===== config.mk =====
export PLATFORM = sky130hd
export DESIGN_NAME = mem_line_arbiter_flat
export DESIGN_NICKNAME = d
export VERILOG_FILES = /design/src/rtl/mem_line_arbiter_if.sv /design/src/rtl/mem_line_arbiter.sv /design/src/flat_wrapper.sv
export SDC_FILE = /design/constraint.sdc
export NUM_CORES = 1
export LEC_CHECK = 0
export ABC_AREA = 1
export CORE_MARGIN = 2
export CORE_UTILIZATION = 26
export CTS_BUF_LIST = sky130_fd_sc_hd__clkbuf_8
export DETAILED_ROUTE_END_ITERATION = 12
export SYNTH_ARGS = -nofsm -noshare
export SYNTH_HDL_FRONTEND = slang
export SYNTH_SLANG_ARGS = --single-unit

===== constraint.sdc =====
create_clock -name clk -period 22.8 [get_ports clk]
set_input_delay 3.42 -clock clk [delete_from_list [all_inputs] [get_ports clk]]
set_output_delay 3.42 -clock clk [all_outputs]
set_load 0.01 [all_outputs]

===== src/rtl/mem_line_arbiter_if.sv =====
// Requester and memory-side signal bundle for the line arbiter.
// The slave modport is the arbiter's view; master is the environment's view.
interface mem_line_arbiter_if #(parameter int ADDR_W = 32);
    logic              i_req;
    logic [ADDR_W-1:0] i_addr;
    logic              i_done;
    logic              d_req;
    logic              d_we;
    logic [ADDR_W-1:0] d_addr;
    logic [127:0]      d_wdata;
    logic              d_done;
    logic [127:0]      line_out;
    logic [ADDR_W-1:0] mem_addr;
    logic              mem_rden;
    logic              mem_we;
    logic [31:0]       mem_din;
    logic [31:0]       mem_dout;
    logic              busy;
    logic              grant_d;

    modport slave (
        input  i_req, i_addr, d_req, d_we, d_addr, d_wdata, mem_dout,
        output i_done, d_done, line_out, mem_addr, mem_rden, mem_we, mem_din, busy, grant_d
    );

    modport master (
        output i_req, i_addr, d_req, d_we, d_addr, d_wdata, mem_dout,
        input  i_done, d_done, line_out, mem_addr, mem_rden, mem_we, mem_din, busy, grant_d
    );
endinterface


===== src/rtl/mem_line_arbiter.sv =====
// Arbitrated 4-word burst engine sharing one memory port between the I-cache
// refill path and the D-cache refill/writeback path.
module mem_line_arbiter #(
    parameter int ADDR_W     = 32,
    parameter bit D_PRIORITY = 1'b0
) (
    input logic             clk,
    input logic             RESET,
    mem_line_arbiter_if.slave bus
);
    typedef enum logic [2:0] {
        S_IDLE    = 3'd0,
        S_RD      = 3'd1,
        S_RD_TAIL = 3'd2,
        S_WR      = 3'd3,
        S_DONE    = 3'd4
    } state_t;

    state_t             state_q, state_d;
    logic [1:0]         cnt_q, cnt_d;
    logic [ADDR_W-5:0]  base_q, base_d;
    logic               src_is_d_q, src_is_d_d;
    logic               last_grant_q, last_grant_d;
    logic [3:0][31:0]   wdata_q, wdata_d;
    logic [3:0][31:0]   line_q, line_d;
    logic               i_done_q, i_done_d;
    logic               d_done_q, d_done_d;
    logic [ADDR_W-1:0]  mem_addr_q, mem_addr_d;
    logic               mem_rden_q, mem_rden_d;
    logic               mem_we_q, mem_we_d;
    logic [31:0]        mem_din_q, mem_din_d;
    logic               busy_q, busy_d;
    logic               grant_d_q, grant_d_d;
    logic               pick_d;
    logic               unused_addr_lsbs;

    // D wins a tie under fixed priority, or when I held the previous grant
    assign pick_d = bus.d_req & (~bus.i_req | D_PRIORITY | ~last_grant_q);
    assign unused_addr_lsbs = ^{bus.i_addr[3:0], bus.d_addr[3:0]};

    // Next-state, datapath and next-output computation
    always_comb begin
        state_d      = state_q;
        cnt_d        = cnt_q;
        base_d       = base_q;
        src_is_d_d   = src_is_d_q;
        last_grant_d = last_grant_q;
        wdata_d      = wdata_q;
        line_d       = line_q;
        case (state_q)
            S_IDLE: begin
                if (bus.i_req || bus.d_req) begin
                    src_is_d_d   = pick_d;
                    last_grant_d = pick_d;
                    cnt_d        = 2'd0;
                    if (pick_d) begin
                        base_d = bus.d_addr[ADDR_W-1:4];
                    end else begin
                        base_d = bus.i_addr[ADDR_W-1:4];
                    end
                    if (pick_d && bus.d_we) begin
                        wdata_d = bus.d_wdata;
                        state_d = S_WR;
                    end else begin
                        state_d = S_RD;
                    end
                end else begin
                    state_d = S_IDLE;
                end
            end
            S_RD: begin
                // Read data trails the address by one cycle, so word cnt-1 lands now
                if (cnt_q != 2'd0) begin
                    line_d[~(cnt_q - 2'd1)] = bus.mem_dout;
                end else begin
                    line_d = line_q;
                end
                cnt_d   = cnt_q + 2'd1;
                state_d = (cnt_q == 2'd3) ? S_RD_TAIL : S_RD;
            end
            S_RD_TAIL: begin
                line_d[0] = bus.mem_dout;
                state_d   = S_DONE;
            end
            S_WR: begin
                cnt_d   = cnt_q + 2'd1;
                state_d = (cnt_q == 2'd3) ? S_DONE : S_WR;
            end
            S_DONE: begin
                state_d = S_IDLE;
            end
            default: begin
                state_d = S_IDLE;
            end
        endcase

        // Outputs are registered, so derive them from the state being entered
        mem_rden_d = (state_d == S_RD);
        mem_we_d   = (state_d == S_WR);
        mem_addr_d = (mem_rden_d || mem_we_d) ? {base_d, cnt_d, 2'b00} : '0;
        mem_din_d  = mem_we_d ? wdata_d[~cnt_d] : 32'h0;
        i_done_d   = (state_d == S_DONE) && !src_is_d_d;
        d_done_d   = (state_d == S_DONE) && src_is_d_d;
        busy_d     = (state_d != S_IDLE);
        grant_d_d  = busy_d && src_is_d_d;
    end

    // State and registered-output flops
    always_ff @(posedge clk or posedge RESET) begin
        if (RESET) begin
            state_q      <= S_IDLE;
            cnt_q        <= 2'd0;
            base_q       <= '0;
            src_is_d_q   <= 1'b0;
            last_grant_q <= 1'b0;
            wdata_q      <= '0;
            line_q       <= '0;
            i_done_q     <= 1'b0;
            d_done_q     <= 1'b0;
            mem_addr_q   <= '0;
            mem_rden_q   <= 1'b0;
            mem_we_q     <= 1'b0;
            mem_din_q    <= 32'h0;
            busy_q       <= 1'b0;
            grant_d_q    <= 1'b0;
        end else begin
            state_q      <= state_d;
            cnt_q        <= cnt_d;
            base_q       <= base_d;
            src_is_d_q   <= src_is_d_d;
            last_grant_q <= last_grant_d;
            wdata_q      <= wdata_d;
            line_q       <= line_d;
            i_done_q     <= i_done_d;
            d_done_q     <= d_done_d;
            mem_addr_q   <= mem_addr_d;
            mem_rden_q   <= mem_rden_d;
            mem_we_q     <= mem_we_d;
            mem_din_q    <= mem_din_d;
            busy_q       <= busy_d;
            grant_d_q    <= grant_d_d;
        end
    end

    assign bus.i_done   = i_done_q;
    assign bus.d_done   = d_done_q;
    assign bus.line_out = line_q;
    assign bus.mem_addr = mem_addr_q;
    assign bus.mem_rden = mem_rden_q;
    assign bus.mem_we   = mem_we_q;
    assign bus.mem_din  = mem_din_q;
    assign bus.busy     = busy_q;
    assign bus.grant_d  = grant_d_q;
endmodule


===== src/flat_wrapper.sv =====
// flat-port wrapper written by rule: the top's interface ports become plain ports
module mem_line_arbiter_flat 
#(
    parameter int ADDR_W     = 32,
    parameter bit D_PRIORITY = 1'b0
)
  (clk, RESET, bus_i_req, bus_i_addr, bus_d_req, bus_d_we, bus_d_addr, bus_d_wdata, bus_mem_dout, bus_i_done, bus_d_done, bus_line_out, bus_mem_addr, bus_mem_rden, bus_mem_we, bus_mem_din, bus_busy, bus_grant_d);
  mem_line_arbiter_if #(.ADDR_W(ADDR_W)) bus_i ();
  input logic clk;
  input logic RESET;
  input wire logic [$bits(bus_i.i_req)-1:0] bus_i_req;
  input wire logic [$bits(bus_i.i_addr)-1:0] bus_i_addr;
  input wire logic [$bits(bus_i.d_req)-1:0] bus_d_req;
  input wire logic [$bits(bus_i.d_we)-1:0] bus_d_we;
  input wire logic [$bits(bus_i.d_addr)-1:0] bus_d_addr;
  input wire logic [$bits(bus_i.d_wdata)-1:0] bus_d_wdata;
  input wire logic [$bits(bus_i.mem_dout)-1:0] bus_mem_dout;
  output wire logic [$bits(bus_i.i_done)-1:0] bus_i_done;
  output wire logic [$bits(bus_i.d_done)-1:0] bus_d_done;
  output wire logic [$bits(bus_i.line_out)-1:0] bus_line_out;
  output wire logic [$bits(bus_i.mem_addr)-1:0] bus_mem_addr;
  output wire logic [$bits(bus_i.mem_rden)-1:0] bus_mem_rden;
  output wire logic [$bits(bus_i.mem_we)-1:0] bus_mem_we;
  output wire logic [$bits(bus_i.mem_din)-1:0] bus_mem_din;
  output wire logic [$bits(bus_i.busy)-1:0] bus_busy;
  output wire logic [$bits(bus_i.grant_d)-1:0] bus_grant_d;
  assign bus_i.i_req = bus_i_req;
  assign bus_i.i_addr = bus_i_addr;
  assign bus_i.d_req = bus_d_req;
  assign bus_i.d_we = bus_d_we;
  assign bus_i.d_addr = bus_d_addr;
  assign bus_i.d_wdata = bus_d_wdata;
  assign bus_i.mem_dout = bus_mem_dout;
  assign bus_i_done = bus_i.i_done;
  assign bus_d_done = bus_i.d_done;
  assign bus_line_out = bus_i.line_out;
  assign bus_mem_addr = bus_i.mem_addr;
  assign bus_mem_rden = bus_i.mem_rden;
  assign bus_mem_we = bus_i.mem_we;
  assign bus_mem_din = bus_i.mem_din;
  assign bus_busy = bus_i.busy;
  assign bus_grant_d = bus_i.grant_d;
  mem_line_arbiter #(.ADDR_W(ADDR_W), .D_PRIORITY(D_PRIORITY)) u_core (.clk(clk), .RESET(RESET), .bus(bus_i));
endmodule

* Word-level counts from Yosys, hierarchy flattened
Index checks and enable logic that the tools add are counted.
** Word-level totals
- Register bits after elaboration :: 361
- Input port bits :: 229
- Logic and storage cells :: 80
** Operators by class
- Add/sub/neg operators :: 2
- Order comparisons :: 3
- Equal/unequal tests :: 8
- Mux-type cells :: 24
- Bitwise logic cells :: 6
- Reduce and logical (&&, ||, !) cells :: 16
** Operators by type and width (count)
- 2-to-1 mux 128 bit :: 3
- 2-to-1 mux 32 bit :: 5
- bitwise mux 128 bit :: 1
- 2-to-1 mux 28 bit :: 3
- binary-select mux 32 bit (select 2 bit) :: 1
- demux 32 bit (select 2 bit) :: 1
- one-hot mux 32 bit (2 select lines) :: 1
- one-hot mux 3 bit (4 select lines) :: 1
- == test 3 x 2 -> 1 bit (second input constant) :: 3
- 2-to-1 mux 2 bit :: 4
- == test 3 x 1 -> 1 bit (second input constant) :: 2
- less-than comparator 2 x 3 -> 1 bit (second input constant) :: 2
- AND reduction 2 bit :: 3
- logical AND 1 bit :: 5
- inverter 2 bit :: 2
- one-hot mux 2 bit (2 select lines) :: 1
- nonzero test 2 bit :: 2
- == test 3 bit (second input constant) :: 1
- zero test 3 bit :: 1
- 2-to-1 mux 3 bit :: 1
- nonzero test 3 bit :: 1
- adder 2 x 1 -> 2 bit (second input constant) :: 1
- == test 2 bit (second input constant) :: 1
- >= comparator 2 x 1 -> 1 bit (second input constant) :: 1
- other kinds (9) :: 12

* Longest topological paths before layout
- Word-level depth :: 10
- Gate-level depth with buffers :: 12

* Least setup slack after synthesis
OpenSTA, ideal clock, no wires.
- Kind :: input port to flip-flop
- From :: in bus_i_req
- To :: reg u_core.mem_din_q[4] (netlist: u_core.bus.mem_din[4])
- Arrival time :: 4.462 ns
- Required time :: 22.683 ns
- Path slack :: 18.221 ns
- Stages :: 10
- Path buffers :: 2
- Cells stage by stage :: nand2_1 > nand3_1 > buf_2 > clkbuf_1 > o21ai_0 > nand2_1 > nand2_1 > nand3_1 > nand2_1 > nor2_1
** RTL lines
- from (decl) :: line flat_wrapper.sv:11 : input wire logic [$bits(bus_i.i_req)-1:0] bus_i_req;
- to (signal assigned) :: line mem_line_arbiter.sv:139 : mem_din_q <= mem_din_d;
- to (decl) :: line mem_line_arbiter.sv:31 : logic [31:0] mem_din_q, mem_din_d;

==> flow_summary.ini <==
[outcome]
status = finished, final reports clean

[synthesis]
synth.most_common_cell = nand2_1
synth_warnings = 0
yosysTopAreaCellShare_pct = 61.08
synth_ff_type = dfrtp_1
synth_cell_type_count = 19
yosys-top-cells-area = dfrtp_1 61%, nand2_1 16%, o21ai_0 7.7%
ys_seq_elements = 359
ys_seq_area_share_pct = 61.08
synth_area_leader_cell = dfrtp_1
synth-edff-count = 0
syn_inst = 1714
async_reset_ff_share_pct = 100.0
synth_commonest_cells = 646 x nand2_1, 359 x dfrtp_1, 225 x o21ai_0
synth.avg_cell_area_sq_um = 8.581
synth_area_sq_um = 14710

[drt]
drt_iter0_markers = 627
wirelength_mm = 43.98
vias_per_cell = 4.266
first_pass_iters = 5
route.vias.total = 12410
drc = 0
wl_per_cell_um = 15.11
ant_nets = 0

[sta]
fin_crit_ns = 6.164
max_freq_mhz = 162.2
finalSetupViolations = 0
drv_slew = 0
setup_ws_ns = 16.64
worst_pin_slew_ns = 1.141
period_share_pct = 27.03
fin_tns_setup_ns = 0
finalHoldViolations = 0
rsz0062_at_grt = no
whs_ns = 0.4661
slew_headroom_pct = 23.77
skew_ns = 0.01338

[critical_path]
arrival_ns = 6.70
cpMostUsedCell = nand2_1
crit_path_max_fanout = 106
crit_chain = clkdlybuf4s50_1, nand3_2, buf_4, nor2_8, buf_4, nand2_1, nand2_1, nand2_1, nand3_1, nand2_1, nor2_1
worstSetupStartpointType = input pin
critical_path_class = in -> reg
cp_slowest_cell = buf_4
crit_family = buffers and inverters
regToRegSetupSlack_ns = 19.36
critPathRequiredTime_ns = 23.34
cpPeakStageDelay_ns = 0.84
cp-end-kind = flip-flop
critPathBufInv = 3

[floorplanning]
start_util_pct = 26.19
die_y_um = 241.8
rows = 87
io_pins = 427
fp.dieW_um = 241.8
core_area_sq_um = 56170
die_area_sq_um = 58490

[clock_network]
cts_max_path_buffers = 3
tritoncts = built
clk_pin_slew_ns = 0.05
clock_latency_ns = 0.60
cts_hold_buf = 0
htree_levels = 3
post_cts_buffers = 0
numCtsBuffers = 66
clock-sinks = 359
cts_root_buf = clkbuf_8
cts_resized = 0

[power]
p_leak_nw = 9.998
powerDensity_nw_per_um2 = 141.9
max-vdd-ir-drop_uv = 71.27

[grt]
grt_pass1_wl_mm = 70.24
grt_use_total_pct = 15.11
antenna_found_initial = 2
gr-total-overflow = 0
grt_pass1_vias = 12950
grt_max_degree = 107

[placed_design]
gp_congestion = 0.7908
io_buffers = 416
dp_hpwl_mm = 29.10
dp_slack_ns = 16.01

[layout]
drive_above_1_share_pct = 6.685
fin_nets = 2353
diodes = 0
area_growth_pct = 41.15

[flow_run]
maxCapViolations = 0

[worst_hold_path]
hold_path_class = reg -> reg
==> cells by family after synthesis <==
| group | synth area share [%] |
|---|---|
| simple gates | 23.68 |
| fa+ha+maj | 0.4254 |
| buf+inv | 6.976 |
| other cells | 0.02550 |
| compound gates | 7.809 |
| flops | 61.08 |
==> cells in the final DEF, fill, tap and decap left out <==
cell type,synthesis,final
nand2_1,646,645
clkdlybuf4s50_1,0,416
dfrtp_1,359,359
o21ai_0,225,225
inv_1,142,157
nor2_1,134,134
clkbuf_8,0,82
nand3_1,67,63
or2_2,28,28
buf_4,9,16
ha_1,5,5
nand3_2,0,4
nand2_2,3,3
a21oi_1,3,3
inv_2,2,2
conb_1,1,2
bufinv_16,0,2
clkinvlp_4,0,2
nor2_2,1,1
o211ai_1,1,1
nand2_4,0,1
nor2_8,1,1
inv_8,0,1
clkinv_2,0,1
==> final cells by class <==
type                    count  area (sq um)
clock buffers              82          1129
clock inverters            21         140.1
fillers                  5791         35410
inverters                 144         548.0
multi-input cells        1116          4730
flip-flops and latches    359          8984
well taps                 756         945.9
repair buffers            432          4284
==> sequential cells by signal, summed over array words and instances (netlist names) <==
| name | flops |
|---|---|
| u_core.state_q | 3 |
| u_core.bus.grant_d | 1 |
| u_core.bus.mem_addr | 30 |
| u_core.src_is_d_q | 1 |
| u_core.cnt_q | 2 |
| u_core.bus.d_done | 1 |
| u_core.bus.i_done | 1 |
| u_core.bus.mem_din | 32 |
| u_core.bus.busy | 1 |
| u_core.bus.mem_we | 1 |
| u_core.base_q | 28 |
| u_core.wdata_q | 128 |
| u_core.last_grant_q | 1 |
| u_core.bus.line_out | 128 |
| u_core.bus.mem_rden | 1 |
==> worst reg2reg max path, delay by kind of cell (launching register included) <==
kind,cells,cell delay (ns)
simple gates,9,1.78
buf+inv,2,1.18
flops,1,0.42
==> metal layers <==
layer  part of all wire, %  routed length (um)  track usage [%]  vias up
met4                   2.3                 991            5.646        4
met1                    43               18780            18.60     5885
met2                    49               21330            25.46      401
li1                      -                   -                -     6064
met5                 0.061                  27                0        -
met3                   6.5                2842            3.918       59
==> through the flow <==
step           power, mW  area [sq um]  instances  util, %
2_1_floorplan      1.773         14710       1715        -
3_3_place_gp       2.344         19490       2807    34.70
3_5_place_dp       2.375         19490       2807    34.70
4_1_cts            3.000         20760       2910    36.96
5_1_grt            3.195         20760       2910    36.96
6_report           2.946         20760       2910    36.96
==> worst paths after layout <==
check | from | endpoint | cells after the start
worst max-delay path | bus_d_req | u_core.bus.mem_din[21]$_DFF_PP0_ | 11
min in group asynchronous | RESET | u_core.bus.mem_addr[15]$_DFF_PP0_ | 2
worst min register to register | u_core.wdata_q[40]$_DFF_PP0_ | u_core.wdata_q[40]$_DFF_PP0_ | 2
max in group asynchronous | RESET | u_core.wdata_q[36]$_DFF_PP0_ | 4
worst max register to register | u_core.state_q[2]$_DFF_PP0_ | u_core.bus.mem_din[21]$_DFF_PP0_ | 11
worst min-delay path | u_core.wdata_q[40]$_DFF_PP0_ | u_core.wdata_q[40]$_DFF_PP0_ | 2
==> power by group <==
group	internal, mW	switching [mW]	total [mW]
clock network	0.342	0.258	0.600
registers	0.939	0.114	1.05
logic	0.550	0.745	1.29
total	1.83	1.12	2.95
(Power assumes the default switching activity.)
